==> src/rtl/dp_rr_scheduler_if.sv <==
// Requester and datapath signal bundle for dp_rr_scheduler.
// The scheduler connects through the slave modport; stimulus, requesters and
// the shared datapath model connect through the master modport.
interface dp_rr_scheduler_if #(
   parameter int unsigned WIDTH = 8,
   parameter int unsigned NREQ  = 4
);

   // Requester side
   logic [NREQ-1:0]       req_valid;
   logic [NREQ*WIDTH-1:0] req_data;
   logic [NREQ-1:0]       req_ready;
   logic [NREQ-1:0]       rsp_valid;
   logic [WIDTH-1:0]      rsp_data;
   logic                  rsp_err;

   // Shared datapath side
   logic                  dp_valid;
   logic [WIDTH-1:0]      dp_data_in;
   logic                  dp_done;
   logic [WIDTH-1:0]      dp_data_out;

   // Status
   logic                  busy;

   modport master (
      output req_valid,
      output req_data,
      output dp_done,
      output dp_data_out,
      input  req_ready,
      input  rsp_valid,
      input  rsp_data,
      input  rsp_err,
      input  dp_valid,
      input  dp_data_in,
      input  busy
   );

   modport slave (
      input  req_valid,
      input  req_data,
      input  dp_done,
      input  dp_data_out,
      output req_ready,
      output rsp_valid,
      output rsp_data,
      output rsp_err,
      output dp_valid,
      output dp_data_in,
      output busy
   );

endinterface

==> src/rtl/dp_rr_scheduler.sv <==
// Round-robin scheduler sharing one WIDTH-bit datapath between NREQ requesters.
// Each transaction: accept one operand in IDLE, pulse dp_valid in ISSUE, wait
// for dp_done (bounded by TIMEOUT cycles) in WAIT, pulse rsp_valid in RESP.
module dp_rr_scheduler #(
   parameter int unsigned WIDTH   = 8,
   parameter int unsigned NREQ    = 4,
   parameter int unsigned TIMEOUT = 16
) (
   input  logic              clk_p,
   input  logic              rst,
   dp_rr_scheduler_if.slave  bus
);

   localparam int unsigned PtrW = (NREQ > 1) ? $clog2(NREQ) : 1;
   localparam int unsigned SumW = PtrW + 1;
   localparam int unsigned CntW = (TIMEOUT > 1) ? $clog2(TIMEOUT) : 1;

   localparam logic [PtrW-1:0] PtrLast = PtrW'(NREQ - 1);
   localparam logic [SumW-1:0] NreqSum = SumW'(NREQ);
   localparam logic [CntW-1:0] CntLast = CntW'(TIMEOUT - 1);

   localparam logic [1:0] StIdle  = 2'd0;
   localparam logic [1:0] StIssue = 2'd1;
   localparam logic [1:0] StWait  = 2'd2;
   localparam logic [1:0] StResp  = 2'd3;

   logic [1:0]       state_q, state_d;
   logic [PtrW-1:0]  rr_ptr_q, rr_ptr_d;
   logic [PtrW-1:0]  grant_q, grant_d;
   logic [WIDTH-1:0] operand_q, operand_d;
   logic [WIDTH-1:0] rsp_data_q, rsp_data_d;
   logic             rsp_err_q, rsp_err_d;
   logic [CntW-1:0]  wait_cnt_q, wait_cnt_d;

   logic             any_valid;
   logic             accept;
   logic [PtrW-1:0]  winner;
   logic [SumW-1:0]  cand_sum;
   logic [PtrW-1:0]  cand;
   logic [NREQ-1:0]  winner_oh;
   logic [NREQ-1:0]  grant_oh;

   // First valid requester searching upward from rr_ptr, wrapping at NREQ.
   always_comb begin
      any_valid = 1'b0;
      winner    = rr_ptr_q;
      cand_sum  = '0;
      cand      = '0;
      for (int unsigned k = 0; k < NREQ; k++) begin
         cand_sum = {1'b0, rr_ptr_q} + SumW'(k);
         if (cand_sum >= NreqSum) begin
            cand_sum = cand_sum - NreqSum;
         end
         cand = cand_sum[PtrW-1:0];
         if (!any_valid && bus.req_valid[cand]) begin
            any_valid = 1'b1;
            winner    = cand;
         end
      end
   end

   // One-hot decodes of the arbitration winner and the latched grant.
   always_comb begin
      winner_oh         = '0;
      winner_oh[winner] = 1'b1;
      grant_oh          = '0;
      grant_oh[grant_q] = 1'b1;
   end

   // Reset wins over an accept, so req_ready is suppressed while rst is high.
   assign accept = (state_q == StIdle) && any_valid && !rst;

   // Transaction sequencing: next state, latched operand/result and timeout count.
   always_comb begin
      state_d    = state_q;
      rr_ptr_d   = rr_ptr_q;
      grant_d    = grant_q;
      operand_d  = operand_q;
      rsp_data_d = rsp_data_q;
      rsp_err_d  = rsp_err_q;
      wait_cnt_d = wait_cnt_q;

      case (state_q)
         StIdle: begin
            if (accept) begin
               grant_d   = winner;
               operand_d = bus.req_data[winner * WIDTH +: WIDTH];
               state_d   = StIssue;
            end
         end

         StIssue: begin
            // dp_done is deliberately not looked at here.
            wait_cnt_d = '0;
            state_d    = StWait;
         end

         StWait: begin
            if (bus.dp_done) begin
               // Done beats a timeout landing on the same edge.
               rsp_data_d = bus.dp_data_out;
               rsp_err_d  = 1'b0;
               state_d    = StResp;
            end else if (wait_cnt_q == CntLast) begin
               rsp_data_d = '0;
               rsp_err_d  = 1'b1;
               state_d    = StResp;
            end else begin
               // Never reaches past CntLast, so the counter cannot wrap.
               wait_cnt_d = wait_cnt_q + 1'b1;
            end
         end

         StResp: begin
            rr_ptr_d = (grant_q == PtrLast) ? '0 : grant_q + 1'b1;
            state_d  = StIdle;
         end

         default: begin
            state_d = StIdle;
         end
      endcase
   end

   // State registers with synchronous active-high reset.
   always_ff @(posedge clk_p) begin
      if (rst) begin
         state_q    <= StIdle;
         rr_ptr_q   <= '0;
         grant_q    <= '0;
         operand_q  <= '0;
         rsp_data_q <= '0;
         rsp_err_q  <= 1'b0;
         wait_cnt_q <= '0;
      end else begin
         state_q    <= state_d;
         rr_ptr_q   <= rr_ptr_d;
         grant_q    <= grant_d;
         operand_q  <= operand_d;
         rsp_data_q <= rsp_data_d;
         rsp_err_q  <= rsp_err_d;
         wait_cnt_q <= wait_cnt_d;
      end
   end

   // Moore outputs decoded from state; only req_ready looks at live inputs.
   assign bus.req_ready  = accept ? winner_oh : '0;
   assign bus.rsp_valid  = (state_q == StResp) ? grant_oh : '0;
   assign bus.rsp_data   = rsp_data_q;
   assign bus.rsp_err    = rsp_err_q;
   assign bus.dp_valid   = (state_q == StIssue);
   assign bus.dp_data_in = operand_q;
   assign bus.busy       = (state_q != StIdle);

endmodule

==> src/flat_wrapper.sv <==
// flat-port wrapper written by rule: the top's interface ports become plain ports
module dp_rr_scheduler_flat 
#(
   parameter int unsigned WIDTH   = 8,
   parameter int unsigned NREQ    = 4,
   parameter int unsigned TIMEOUT = 16
)
  (clk_p, rst, bus_req_valid, bus_req_data, bus_dp_done, bus_dp_data_out, bus_req_ready, bus_rsp_valid, bus_rsp_data, bus_rsp_err, bus_dp_valid, bus_dp_data_in, bus_busy);
  dp_rr_scheduler_if #(.WIDTH(WIDTH), .NREQ(NREQ)) bus_i ();
  input  logic clk_p;
  input  logic rst;
  input wire logic [$bits(bus_i.req_valid)-1:0] bus_req_valid;
  input wire logic [$bits(bus_i.req_data)-1:0] bus_req_data;
  input wire logic [$bits(bus_i.dp_done)-1:0] bus_dp_done;
  input wire logic [$bits(bus_i.dp_data_out)-1:0] bus_dp_data_out;
  output wire logic [$bits(bus_i.req_ready)-1:0] bus_req_ready;
  output wire logic [$bits(bus_i.rsp_valid)-1:0] bus_rsp_valid;
  output wire logic [$bits(bus_i.rsp_data)-1:0] bus_rsp_data;
  output wire logic [$bits(bus_i.rsp_err)-1:0] bus_rsp_err;
  output wire logic [$bits(bus_i.dp_valid)-1:0] bus_dp_valid;
  output wire logic [$bits(bus_i.dp_data_in)-1:0] bus_dp_data_in;
  output wire logic [$bits(bus_i.busy)-1:0] bus_busy;
  assign bus_i.req_valid = bus_req_valid;
  assign bus_i.req_data = bus_req_data;
  assign bus_i.dp_done = bus_dp_done;
  assign bus_i.dp_data_out = bus_dp_data_out;
  assign bus_req_ready = bus_i.req_ready;
  assign bus_rsp_valid = bus_i.rsp_valid;
  assign bus_rsp_data = bus_i.rsp_data;
  assign bus_rsp_err = bus_i.rsp_err;
  assign bus_dp_valid = bus_i.dp_valid;
  assign bus_dp_data_in = bus_i.dp_data_in;
  assign bus_busy = bus_i.busy;
  dp_rr_scheduler #(.WIDTH(WIDTH), .NREQ(NREQ), .TIMEOUT(TIMEOUT)) u_core (.clk_p(clk_p), .rst(rst), .bus(bus_i));
endmodule
==> config.mk <==
export PLATFORM = sky130hd
export DESIGN_NAME = dp_rr_scheduler_flat
export DESIGN_NICKNAME = d
export VERILOG_FILES = /design/src/rtl/dp_rr_scheduler_if.sv /design/src/rtl/dp_rr_scheduler.sv /design/src/flat_wrapper.sv
export SDC_FILE = /design/constraint.sdc
export NUM_CORES = 1
export LEC_CHECK = 0
export ABC_AREA = 1
export CAP_MARGIN = 20
export CORE_AREA = 2 2 74 76
export CTS_BUF_LIST = sky130_fd_sc_hd__clkbuf_8
export DETAILED_ROUTE_END_ITERATION = 16
export DIE_AREA = 0 0 76 78
export PLACE_DENSITY = 0.7
export SLEW_MARGIN = 15
export SYNTH_ARGS = -nofsm -noshare
export SYNTH_HDL_FRONTEND = slang
export SYNTH_SLANG_ARGS = --single-unit
==> constraint.sdc <==
create_clock -name clk_p -period 2.2 [get_ports clk_p]
set_clock_uncertainty 0.05 [all_clocks]
set_input_delay 0.44 -clock clk_p [delete_from_list [all_inputs] [get_ports clk_p]]
set_output_delay 0.44 -clock clk_p [all_outputs]
set_load 0.01 [all_outputs]
# After elaboration in Yosys (flattened, before gate mapping)
# Index checks and enable logic that the tools add are counted.
# Widths: inputs -> output; s select.
# totals
register_bits	27
# classes
order_cmp	12
n_addsub	9
shifts	1
reduce_logical	19
mux	38
eq_ne	9
# op_table
cell	count
$shiftx 32x6->8	1
$mux 2	12
$lt 2x3->1 const B	6
$mux 4	4
$mux 8	2
$mux 1	12
$ge 3x3->1 const B	3
$bmux 1 s2	4
$pmux 2 s4	1
$pmux 4 s2	1
$sub 2x1->2 const B	4
$logic_and 1x1->1	7
$add 2x2->3 const B	2
$eq 2x2->1 const B	3
$reduce_and 2->1	3
$reduce_bool 2->1	3
$add 4x1->4 const B	1
$demux 1 s2	2
$eq 4x4->1 const B	1
$ge 2x1->1 const B	2
$logic_not 1->1	4
$ne 2x2->1 const B	2
$add 2x1->3 const B	1
$ge 2x3->1 const B	1
other kinds (6)	6

# Longest topological paths before layout
# logic_depth
ltp_word	19
depth_mapped	18

# Least setup slack after synthesis
# OpenSTA, ideal clock, no wires.
# synth_timing
path_type	reg-to-output
startpoint	reg u_core.rr_ptr_q[0]
endpoint	out bus_req_ready[0]
path_stages_with_launch	13
arrival_ns	1.657
setup_slack_ns	0.053
t_required_ns	1.710
path_cell_list	dfxtp_1 buf_6 nand2_2 nand2_2 nand2_2 nand2_4 nand3_1 nand2_1 nand2_4 nand2_4 buf_12 inv_2 nor4_2
# synth_via
elab_chain_len	19
word_cells_on_any_way	45
# synth_lines
element	line	text
from (decl)	dp_rr_scheduler.sv:28	logic [PtrW-1:0] rr_ptr_q, rr_ptr_d;
from (signal assigned)	dp_rr_scheduler.sv:137	rr_ptr_q <= rr_ptr_d;
branches (longest 18 deep; another with $add 2x1->3)	n/a	
$mux 4 *	dp_rr_scheduler.sv:147	assign bus.req_ready = accept ? winner_oh : '0;
to (decl)	flat_wrapper.sv:16	output wire logic [$bits(bus_i.req_ready)-1:0] bus_req_ready;
# Every way passes the cells marked *. The select of a mux whose other input is x is not followed.

# Final worst setup path
# layout_timing
startpoint	reg u_core.rr_ptr_q[0]
endpoint	out bus_req_ready[2]
# The elaborated chain is that of the path after synthesis.

==> impl_results.md <==
- Mapped Area: 1990 µm²
- Die Ht: approximately 78 µm
- Fraction of synthesized area in multiplexers: 0%
- Max Clock Freq: roughly 400 MHz
- Complex-gate fraction of the synthesized area: approximately 6.4%
- Post-layout util: 64.3%
- TritonCTS buffer count: 3
- Worst path most repeated cell: nand2_2
- Critical setup path kind: reg -> out
- Dpl ws: -0.742 ns
- Syn Area/Cell: 6.43 µm²
- Simple-gate share of the synthesized area: 50.5%
- Crit path capture type: primary output
- Fillers: 449
- Leak: ~1.6 nW
- Count of unique library cells instantiated by Yosys: 28
- Clock Path Buffers: 2
- Final hold vios: 0
- Startpoint types: flip-flop
- Rel. slew slack: 82.9%
- Max FO, Critical Path: 5
- Register area share after synthesis: 27.1%
- Initial Util: between 30% and 40%
- Synth Area in XOR/XNOR: 0%
- Post-synth EDFFs: 0
- Critical path's slowest cell: dfxtp_4
- Die area: 5930 µm²
- Ant. Diodes: 0
- Critical Path AT: 2.01 ns
- Commonest cells post-synth: nand2_1 (136), nand3_1 (29), dfxtp_1 (27), nand2_2 (25), inv_1 (20)
- DP HPWL: 4.05 mm
- Clock Latency Late Sink: around 0.27 ns
- Routed wire length: 5.95 mm
- Slowest Stage Delay on Critical Path: between 0.3 and 0.4 ns
- Warnings from Yosys: 0
- Clock sinks: 27
- Worst Path Required: 1.71 ns
- First-pass DRT Iterations: 4
- Routed via count: between 2000 and 2500
- Synth area leader: dfxtp_1
- Yosys top cell area share: 27.1%
- Least-Margin Pin Slew: 0.255 ns
- H-tree lvl count: 1
- CTS root buf: clkbuf_8
- FF+latch count, synth: 27
- Count of antenna-violating nets left after detailed routing: 0
- Die width: 76 µm
- Ports: 74
- Failing checks: negative setup slack
- Core area: roughly 5000 µm²
- Pin count of the biggest net entering global routing: 17
- I/O Buffers: 73
- Status: finished with violations
- Top_reg_cell synth: dfxtp_1
- Area growth from synthesis to layout: 62.6%
- Cells along the critical path: buf_12 > nand2_4 > nand2_2 > nand2_2 > nand2_2 > nor2_4 > nand4_1 > nand2_1 > nand2_2 > nand2_4 > nand2_2 > nor2_2 > buf_2
- Pwr/cell area: 933 nW/µm²
- Setup Viol. Count Final: 9
- Vias per inst: 4.76
- Syn Inst Count: 310
- Gr usage total: 18.2%
- Initial antenna violation count: 0
- Max-cap check violation count: 0
- RSZ-0062 raised after global routing: yes
- Final net count: 474
- Layout cells sized above 1: 26.9%
- CTS Hold Bufs: 0
- Synth Area in Adders: 6.28%
- Max-slew violation count: 0
- Tcrit/Tclk final: 114%
- Top-count cell post-synth: nand2_1
- Worst VDD drop: approximately 600 µV
- Final min period: 2.50 ns
- Worst-path clk slew: 0.10 ns
- WL/cell: 12.3 µm
- Synth top area cells: dfxtp_1 (27%), nand2_1 (26%), nand2_2 (7.8%)
- Cell Rows: 26
- First-pass GRT wire length: 9.14 mm
- Combinational family with the most area after synthesis: simple AND/OR/NAND/NOR gates
- Vias in the first global route: 2003
- # DRC: 0
- Iter 0 DRT Violations: between 90 and 100
- Syn Nets: 367
- GRT overflow: 0
- CTS tree: built
- Placer Congestion: 0.829
- Ys async rst share: 0%
- Worst Hold Class: reg -> reg
- Fin worst setup slack: -0.303 ns
-- routing by layer --
metal	vias to the layer above	global-route usage (%)	part of all wire [%]
met5	-	0	0
met4	0	3.82	0.67
met3	4	3.26	7.2
met2	76	29.9	45
met1	1043	25.1	47
li1	1189	-	-
-- layout make-up --
class / instances / area [µm²] / share of cell area (%)
well taps: 70 / 87.6 / 2.70
multi-input cells: 249 / 1430 / 44.0
clock inverters: 1 / 7.51 / 0.232
repair buffers: 111 / 1020 / 31.6
flip-flops and latches: 27 / 549 / 16.9
inverters: 25 / 104 / 3.20
clock buffers: 3 / 41.3 / 1.27
-- state kept, by name, indices dropped and copies added (netlist names) --
register and count:
u_core.wait_cnt_q 4, u_core.bus.rsp_err 1, u_core.state_q 2, u_core.grant_q 2, u_core.rr_ptr_q 2, u_core.bus.dp_data_in 8, u_core.bus.rsp_data 8
-- through the flow --
step           area [µm²]  hold slack (ns)  TNS [ns]  cells  power (mW)
4_1_cts              3030            0.417     -1.66    480        2.85
5_1_grt              3240            0.426     -3.32    486        3.29
3_3_place_gp         2890            0.388     -3.81    466        2.41
2_1_floorplan        1990            0.393         0    310        1.78
3_5_place_dp         2890            0.400     -4.13    466        2.42
6_report             3240            0.409     -2.47    486        3.02
-- final timing paths --
| path | from | to | slack [ns] | depth (start not counted) |
|---|---|---|---|---|
| max | u_core.rr_ptr_q[0]$_SDFFE_PP0P_ | bus_req_ready[2] | -0.30 | 13 |
| min | u_core.bus.dp_data_in[0]$_SDFFE_PP0P_ | u_core.bus.dp_data_in[0]$_SDFFE_PP0P_ | 0.41 | 2 |
| max reg2reg | u_core.rr_ptr_q[0]$_SDFFE_PP0P_ | u_core.bus.dp_data_in[6]$_SDFFE_PP0P_ | -0.30 | 19 |
| min reg2reg | u_core.bus.dp_data_in[0]$_SDFFE_PP0P_ | u_core.bus.dp_data_in[0]$_SDFFE_PP0P_ | 0.41 | 2 |
-- where the power goes --
group	leakage, nW	total [mW]	switching, mW	internal [mW]
logic	1.34	2.02	1.10	0.921
clock network	0.0217	0.291	0.162	0.129
registers	0.222	0.715	0.0953	0.619
-- cell families (layout without fill, tap and decap cells) --
family / count (synthesis) / in the layout
flops: 27 / 27
buf+inv: 34 / 140
simple gates: 216 / 216
compound gates: 23 / 23
fa+ha+maj: 10 / 10
-- placed cells by master (no fill, tap or decap) --
| master | Yosys | final |
|---|---|---|
| a21oi_1 | 15 | 15 |
| a311oi_1 | 1 | 1 |
| and3_1 | 2 | 2 |
| buf_12 | 1 | 1 |
| buf_2 | 0 | 4 |
| buf_4 | 0 | 35 |
| buf_6 | 5 | 1 |
| clkbuf_16 | 0 | 1 |
| clkbuf_8 | 1 | 3 |
| clkdlybuf4s50_1 | 0 | 65 |
| clkinv_1 | 2 | 2 |
| clkinvlp_4 | 0 | 1 |
| dfxtp_1 | 27 | 24 |
| dfxtp_2 | 0 | 1 |
| dfxtp_4 | 0 | 2 |
| dlygate4sd2_1 | 0 | 4 |
| ha_1 | 10 | 9 |
| ha_2 | 0 | 1 |
| inv_1 | 20 | 19 |
| inv_2 | 2 | 1 |
| inv_4 | 1 | 2 |
| inv_6 | 0 | 1 |
| nand2_1 | 136 | 122 |
| nand2_2 | 25 | 26 |
| nand2_4 | 5 | 18 |
| nand3_1 | 29 | 23 |
| nand3_2 | 0 | 6 |
| nand4_1 | 2 | 2 |
| nand4_4 | 1 | 2 |
| nor2_1 | 9 | 7 |
| nor2_2 | 1 | 2 |
| nor2_4 | 1 | 2 |
| nor3_1 | 3 | 3 |
| nor4_4 | 0 | 1 |
| o211a_1 | 1 | 1 |
| o21ai_0 | 5 | 5 |
| o21ai_4 | 0 | 1 |
-- worst max-delay path: cells and delay by family, from the launching register on --
kind / cells / cell delay [ns]
buf+inv: 2 / 0.29
simple gates: 11 / 1.06
flops: 1 / 0.39
-- timing repair --
action / 4_1_cts / 5_1_grt
resized for setup: 31 / 39
pin swaps: 10 / 25
buffers inserted: 10 / 5
endpoints found under the setup margin: 4 / 14
cloned: 0 / 1
endpoints found under the hold margin: 0 / 0
No activity file was read; power rests on OpenSTA's default activity.
